--- config.mk ---
export PLATFORM = sky130hd
export DESIGN_NAME = mdu_sequencer
export DESIGN_NICKNAME = d
export VERILOG_FILES = /design/src/rtl/mdu_pkg.sv /design/src/rtl/mdu_addsub.sv /design/src/rtl/mdu_sequencer.sv
export SDC_FILE = /design/constraint.sdc
export NUM_CORES = 1
export LEC_CHECK = 0
export ABC_AREA = 1
export BUFFER_PORTS_ARGS = -buffer_cell sky130_fd_sc_hd__clkbuf_2
export CORE_MARGIN = 3
export CORE_UTILIZATION = 52
export CTS_BUF_LIST = sky130_fd_sc_hd__clkbuf_8 sky130_fd_sc_hd__clkbuf_16
export DETAILED_ROUTE_END_ITERATION = 10
export MAX_ROUTING_LAYER = met4
export PLACE_DENSITY = 0.67
export SYNTH_ARGS = -nofsm -noshare
export SYNTH_HDL_FRONTEND = slang
export SYNTH_SLANG_ARGS = --single-unit
--- constraint.sdc ---
create_clock -name clk -period 4.61 [get_ports clk]
set_input_delay 0.6915 -clock clk [delete_from_list [all_inputs] [get_ports clk]]
set_output_delay 0.6915 -clock clk [all_outputs]
set_load 0.01 [all_outputs]
--- src/rtl/mdu_pkg.sv ---
// Shared encodings for the iterative multiply/divide sequencer and its adder.
package mdu_pkg;

  localparam logic [1:0] OP_MUL   = 2'b00;
  localparam logic [1:0] OP_MULHU = 2'b01;
  localparam logic [1:0] OP_DIVU  = 2'b10;
  localparam logic [1:0] OP_REMU  = 2'b11;

  typedef logic [1:0] state_t;
  localparam state_t ST_IDLE = 2'd0;
  localparam state_t ST_RUN  = 2'd1;
  localparam state_t ST_FIX  = 2'd2;
  localparam state_t ST_DONE = 2'd3;

  // Same codes the EX-stage ALU control uses
  localparam logic [3:0] ALU_ADD = 4'b0010;
  localparam logic [3:0] ALU_SUB = 4'b0110;

endpackage

--- src/rtl/mdu_addsub.sv ---
// Combinational W-bit adder/subtractor shared by the multiply and divide datapaths.
module mdu_addsub
  import mdu_pkg::*;
#(
  parameter int W = 65
) (
  input  logic [W-1:0] i_a,
  input  logic [W-1:0] i_b,
  input  logic [3:0]   i_alu_op,
  output logic [W-1:0] o_sum,
  output logic         o_carry
);

  logic         w_sub;
  logic [W-1:0] w_b;

  assign w_sub = (i_alu_op == ALU_SUB);
  assign w_b   = w_sub ? ~i_b : i_b;

  // Subtract as a + ~b + 1; carry out is 1 when a >= b
  assign {o_carry, o_sum} = {1'b0, i_a} + {1'b0, w_b} + {{W{1'b0}}, w_sub};

endmodule

--- src/rtl/mdu_sequencer.sv ---
// Iterative unsigned MUL/MULHU/DIVU/REMU unit for the EX stage; stalls the pipe while running.
//   state | meaning
//   IDLE  | waiting for start
//   RUN   | one shift-add / restoring-divide step per cycle
//   FIX   | divide by zero: quotient all ones, remainder rs1
//   DONE  | result valid, EX mux steered to it for one cycle
module mdu_sequencer
  import mdu_pkg::*;
#(
  parameter int XLEN = 64,
  parameter int CNTW = $clog2(XLEN)
) (
  input  logic            clk,
  input  logic            reset,
  input  logic            start,
  input  logic            kill,
  input  logic [1:0]      op,
  input  logic [XLEN-1:0] rs1_val,
  input  logic [XLEN-1:0] rs2_val,
  output logic            busy,
  output logic            stall,
  output logic            done,
  output logic            result_sel,
  output logic [XLEN-1:0] result
);

  state_t            r_state;
  logic [CNTW-1:0]   r_cnt;
  logic [1:0]        r_op;
  logic [XLEN-1:0]   r_rs1;
  logic [XLEN-1:0]   r_rs2;
  logic [2*XLEN-1:0] r_p;
  logic [XLEN:0]     r_rem;
  logic [XLEN-1:0]   r_q;
  logic [XLEN-1:0]   r_result;

  logic              w_is_div;
  logic [XLEN:0]     w_r_shift;
  logic [XLEN:0]     w_a;
  logic [XLEN:0]     w_b;
  logic [3:0]        w_alu_op;
  logic [XLEN:0]     w_sum;
  logic              w_carry;
  logic              w_div_ok;
  logic [2*XLEN-1:0] w_p_nxt;
  logic [XLEN:0]     w_rem_nxt;
  logic [XLEN-1:0]   w_q_nxt;
  logic [XLEN-1:0]   w_run_res;

  assign w_is_div  = r_op[1];
  assign w_r_shift = {r_rem[XLEN-1:0], r_q[XLEN-1]};
  assign w_a       = w_is_div ? w_r_shift : {1'b0, r_p[2*XLEN-1:XLEN]};
  assign w_b       = w_is_div ? {1'b0, r_rs2} : (r_p[0] ? {1'b0, r_rs1} : '0);
  assign w_alu_op  = w_is_div ? ALU_SUB : ALU_ADD;

  mdu_addsub #(.W(XLEN + 1)) u_addsub (
    .i_a      (w_a),
    .i_b      (w_b),
    .i_alu_op (w_alu_op),
    .o_sum    (w_sum),
    .o_carry  (w_carry)
  );

  // R' < 2*rs2 always, so a clear sign bit and a carry out agree; both are used
  assign w_div_ok  = w_carry & ~w_sum[XLEN];
  assign w_p_nxt   = {w_sum, r_p[XLEN-1:1]};
  assign w_rem_nxt = w_div_ok ? w_sum : w_r_shift;
  assign w_q_nxt   = {r_q[XLEN-2:0], w_div_ok};

  always_comb begin
    w_run_res = w_p_nxt[XLEN-1:0];
    case (r_op)
      OP_MUL:   w_run_res = w_p_nxt[XLEN-1:0];
      OP_MULHU: w_run_res = w_p_nxt[2*XLEN-1:XLEN];
      OP_DIVU:  w_run_res = w_q_nxt;
      default:  w_run_res = w_rem_nxt[XLEN-1:0];
    endcase
  end

  always_ff @(posedge clk) begin
    if (reset) begin
      r_state  <= ST_IDLE;
      r_cnt    <= '0;
      r_op     <= '0;
      r_rs1    <= '0;
      r_rs2    <= '0;
      r_p      <= '0;
      r_rem    <= '0;
      r_q      <= '0;
      r_result <= '0;
    end else if (kill) begin
      r_state <= ST_IDLE;
    end else begin
      case (r_state)
        ST_IDLE: begin
          if (start) begin
            r_op    <= op;
            r_rs1   <= rs1_val;
            r_rs2   <= rs2_val;
            r_p     <= {{XLEN{1'b0}}, rs2_val};
            r_rem   <= '0;
            r_q     <= rs1_val;
            r_cnt   <= CNTW'(XLEN - 1);
            r_state <= (op[1] && rs2_val == '0) ? ST_FIX : ST_RUN;
          end
        end
        ST_RUN: begin
          if (w_is_div) begin
            r_rem <= w_rem_nxt;
            r_q   <= w_q_nxt;
          end else begin
            r_p <= w_p_nxt;
          end
          if (r_cnt == '0) begin
            r_result <= w_run_res;
            r_state  <= ST_DONE;
          end else begin
            r_cnt <= r_cnt - 1'b1;
          end
        end
        ST_FIX: begin
          r_result <= (r_op == OP_DIVU) ? '1 : r_rs1;
          r_state  <= ST_DONE;
        end
        default: r_state <= ST_IDLE;
      endcase
    end
  end

  assign busy       = (r_state != ST_IDLE);
  assign stall      = ((r_state == ST_IDLE) & start & ~kill) | (r_state == ST_RUN) | (r_state == ST_FIX);
  assign done       = (r_state == ST_DONE);
  assign result_sel = (r_state == ST_DONE);
  assign result     = r_result;

endmodule
==> impl_metrics.csv <==
group,metric,value,unit
routing,vias,31000,
sta,relSlewSlack,0.252,
routing,ant_nets,0,
clock_tree,ctsHoldBuffers,0,
synth,synth_top_area_share,0.334,
floorplan,die_area,55500,um2
sta,rsz0062_at_grt,"false",
sta,slew_viol_final,0,
clock_tree,clkLatencyLatePin,0.63,ns
placed_design,post-dp-hpwl,84100,um
floorplan,ios,202,
placed_design,routabilityCongestion,1.06,
worst_setup_path,worstSetupPathType,"register to register",
synth,avgSynthCellArea,6.07,um2
layout,final_cell_mix,"nand2_1, nor2_1, o21ai_0, dfxtp_1, a21oi_1",
worst_setup_path,cp-startpoint,"r_op[1]",
synth,netlist_instances,4519,
sta,tightest_slew,1.12,ns
sta,period_share,0.930,
clock_tree,root_buffer,"clkbuf_16",
sta,hold_viol_final,0,
layout,fin_nets,4759,
synth,ys_seq_area_frac,0.334,
sta,fin_crit,4.29,ns
worst_setup_path,worstSetupEndpointType,"register",
layout,mostFrequentLayoutCell,"nand2_1",
routing,drc_errors,0,
routing,vias_per_cell,5.88,
worst_setup_path,critical_path.top_delay_family,"simple AND/OR/NAND/NOR gates",
clock_tree,cts_max_path_buffers,3,
power,ir_drop,372,uV
worst_setup_path,cp-start-kind,"register",
worst_setup_path,reg2reg_from,"r_op[1]",
clock_tree,cts_resized,0,
synth,ys_ff_latch,458,
clock_tree,htree_num_levels,2,
routing,finalWirelength,115000,um
worst_hold_path,min_path_type,"input port to register",
worst_setup_path,worst-path-buf-inv,3,
grt,grt_remaining_overflow,0,
layout,drive_above_1_share,0.0851,
power,power.density,335,nW/um2
sta,finClkSkew,0.0568,ns
synth,synth_ff_type,"dfxtp_1",
synth,async_reset_ff_frac,0,
power,leakage,0.0138,uW
floorplan,start_util,0.530,
worst_setup_path,slowest_delay,0.71,ns
sta,setup_tns,0,ns
sta,fin_hold_ws,0.309,ns
floorplan,die_y,236,um
worst_setup_path,cp_common_cell,"nand2_1",
clock_tree,cts_tree,"built",
grt,grt_max_degree,140,
synth,yosys-top-cells-area,"dfxtp_1, nand2_1, o21ai_0",
floorplan,die_w,236,um
worst_setup_path,arrival,4.75,ns
synth,ys_warn_count,0,
synth,syn-num-nets,4722,
routing,wl_per_cell,21.7,um
placed_design,portBuffers,201,
synth,synth.largest_area_cell,"dfxtp_1",
synth,synth_edf_count,0,
sta,fmax,0.233,GHz
grt,antenna_found_initial,0,
floorplan,rows,83,
power,finalPower,10200,uW
worst_setup_path,slowest_stage,"o21ai_0",
worst_hold_path,hp-start,"rs1_val[54]",
clock_tree,cts_buffers,50,
routing,initialDrtViolationCount,4850,
grt,grt_pass1_vias,27200,
outcome,status,"finished, final reports clean",
synth,syn_area,27400,um2
routing,drt_pass1_iterations,6,
synth,synth_cell_type_count,45,
worst_setup_path,crit_required,5.08,ns
job,maxCapViolations,0,
layout,antennaDiodeCount,0,
worst_setup_path,cp_cell_sequence,"inv_8 > buf_12 > o21ai_0 > ha_1 > nand2_1 > inv_1 > nand2_1 > nand2_1 > a21oi_1 > nand3_1 > nand2_1 > nand2_1 > nand3_1 > nand2_1 > nand2_1 > nand2_1 > nand2_1 > nand3_1 > nand2_1 > a21oi_1",
sta,final-setup-viol-count,0,
clock_tree,cts_setup_buffers,0,
layout,area_growth,11.1,%
clock_tree,clkSlewWorstSetupHoldPaths,0.06,ns
worst_setup_path,cp_max_fo,69,
grt,grtUsageTotal,0.408,
grt,grt_first_pass_wirelength,171000,um
floorplan,coreArea,51700,um2
clock_tree,cts.sinks,458,
-- worst min-delay path: stages --
cell and delay (ns):
clkbuf_2 0.09, nor2_1 0.04, nor2_1 0.08
-- sequential cells by signal (all words and copies together), names as in the netlist --
signal and count:
r_p 128, r_q 64, r_rem 64, r_rs1 64, r_rs2 64, result 64
r_cnt 6, r_op 2, r_state 2
-- logic make-up after synthesis --
logic type                 Yosys count  share of synthesized area
adders and majority gates           69                     0.0318
xor gates and xnor gates            40                     0.0131
buffers and inverters              620                     0.0872
and+or+nand+nor                   2231                      0.324
AOI/OAI and AO/OA                 1101                      0.210
DFF                                458                      0.334
-- path summary, 6_finish.rpt --
kind / end / slack (ns) / cells after the start
worst max-delay path: result[61] / 0.32 / 20
worst max register to register: result[61] / 0.32 / 20
worst min register to register: r_p[98] / 0.46 / 2
worst min-delay path: r_rs1[54] / 0.31 / 3
-- cell type report --
| class | instances | area (um2) |
|---|---|---|
| tap | 680 | 851 |
| clock buffer | 66 | 1470 |
| sequential | 458 | 9170 |
| fill | 5340 | 21300 |
| inverter | 345 | 1320 |
| timing repair buffer | 260 | 1560 |
| clock inverter | 23 | 144 |
| multi-input combinational | 3441 | 15900 |
-- routing by layer --
metal,GRT usage,part of all wire,vias to the layer above
li1,-,-,14700
met1,0.620,0.44,14300
met2,0.511,0.38,1845
met3,0.128,0.15,138
met4,0.0972,0.024,0
met5,-,0,-
-- through the flow --
stage	setup slack, ns	util	std cells	instance area (um2)
detailed placement	0.501	0.558	5184	28800
floorplan	0.968	-	4519	27400
global placement	0.516	0.558	5184	28800
finish	0.325	0.589	5273	30500
global route	0.0466	0.589	5273	30500
CTS	0.452	0.589	5273	30500
-- where the power goes --
| group | switching (uW) | internal [uW] | leakage (uW) | total (uW) |
|---|---|---|---|---|
| logic | 1290 | 489 | 0.00922 | 1770 |
| registers | 242 | 4210 | 0.00374 | 4450 |
| clock network | 1740 | 2230 | 0.000846 | 3970 |
| total | 3270 | 6930 | 0.0138 | 10200 |
-- synth_stat cells, types with 2 or more instances --
library cell  number
buf_2              8
a31oi_1          119
a21o_1             2
o21ai_2            2
nor4_1            16
and3_1             3
a211oi_1           2
xor2_1            35
nor2_1           601
nand4_1            8
nor2_4             3
dfxtp_1          458
buf_6              4
nor2_2             5
buf_1             18
clkbuf_1         239
clkinv_1           4
o21ai_0          481
o211ai_1           6
inv_2              4
nand3b_1           6
nand3_2            4
nand3_1          182
nand2_4            2
and2_1             6
xnor2_1            4
o21ai_1           54
nand2_2           13
a21oi_1          409
nand2_1         1354
buf_4              6
o21bai_1          22
ha_1              68
nor3_1            24
inv_1            337
Power figures use the tool's default switching activity.
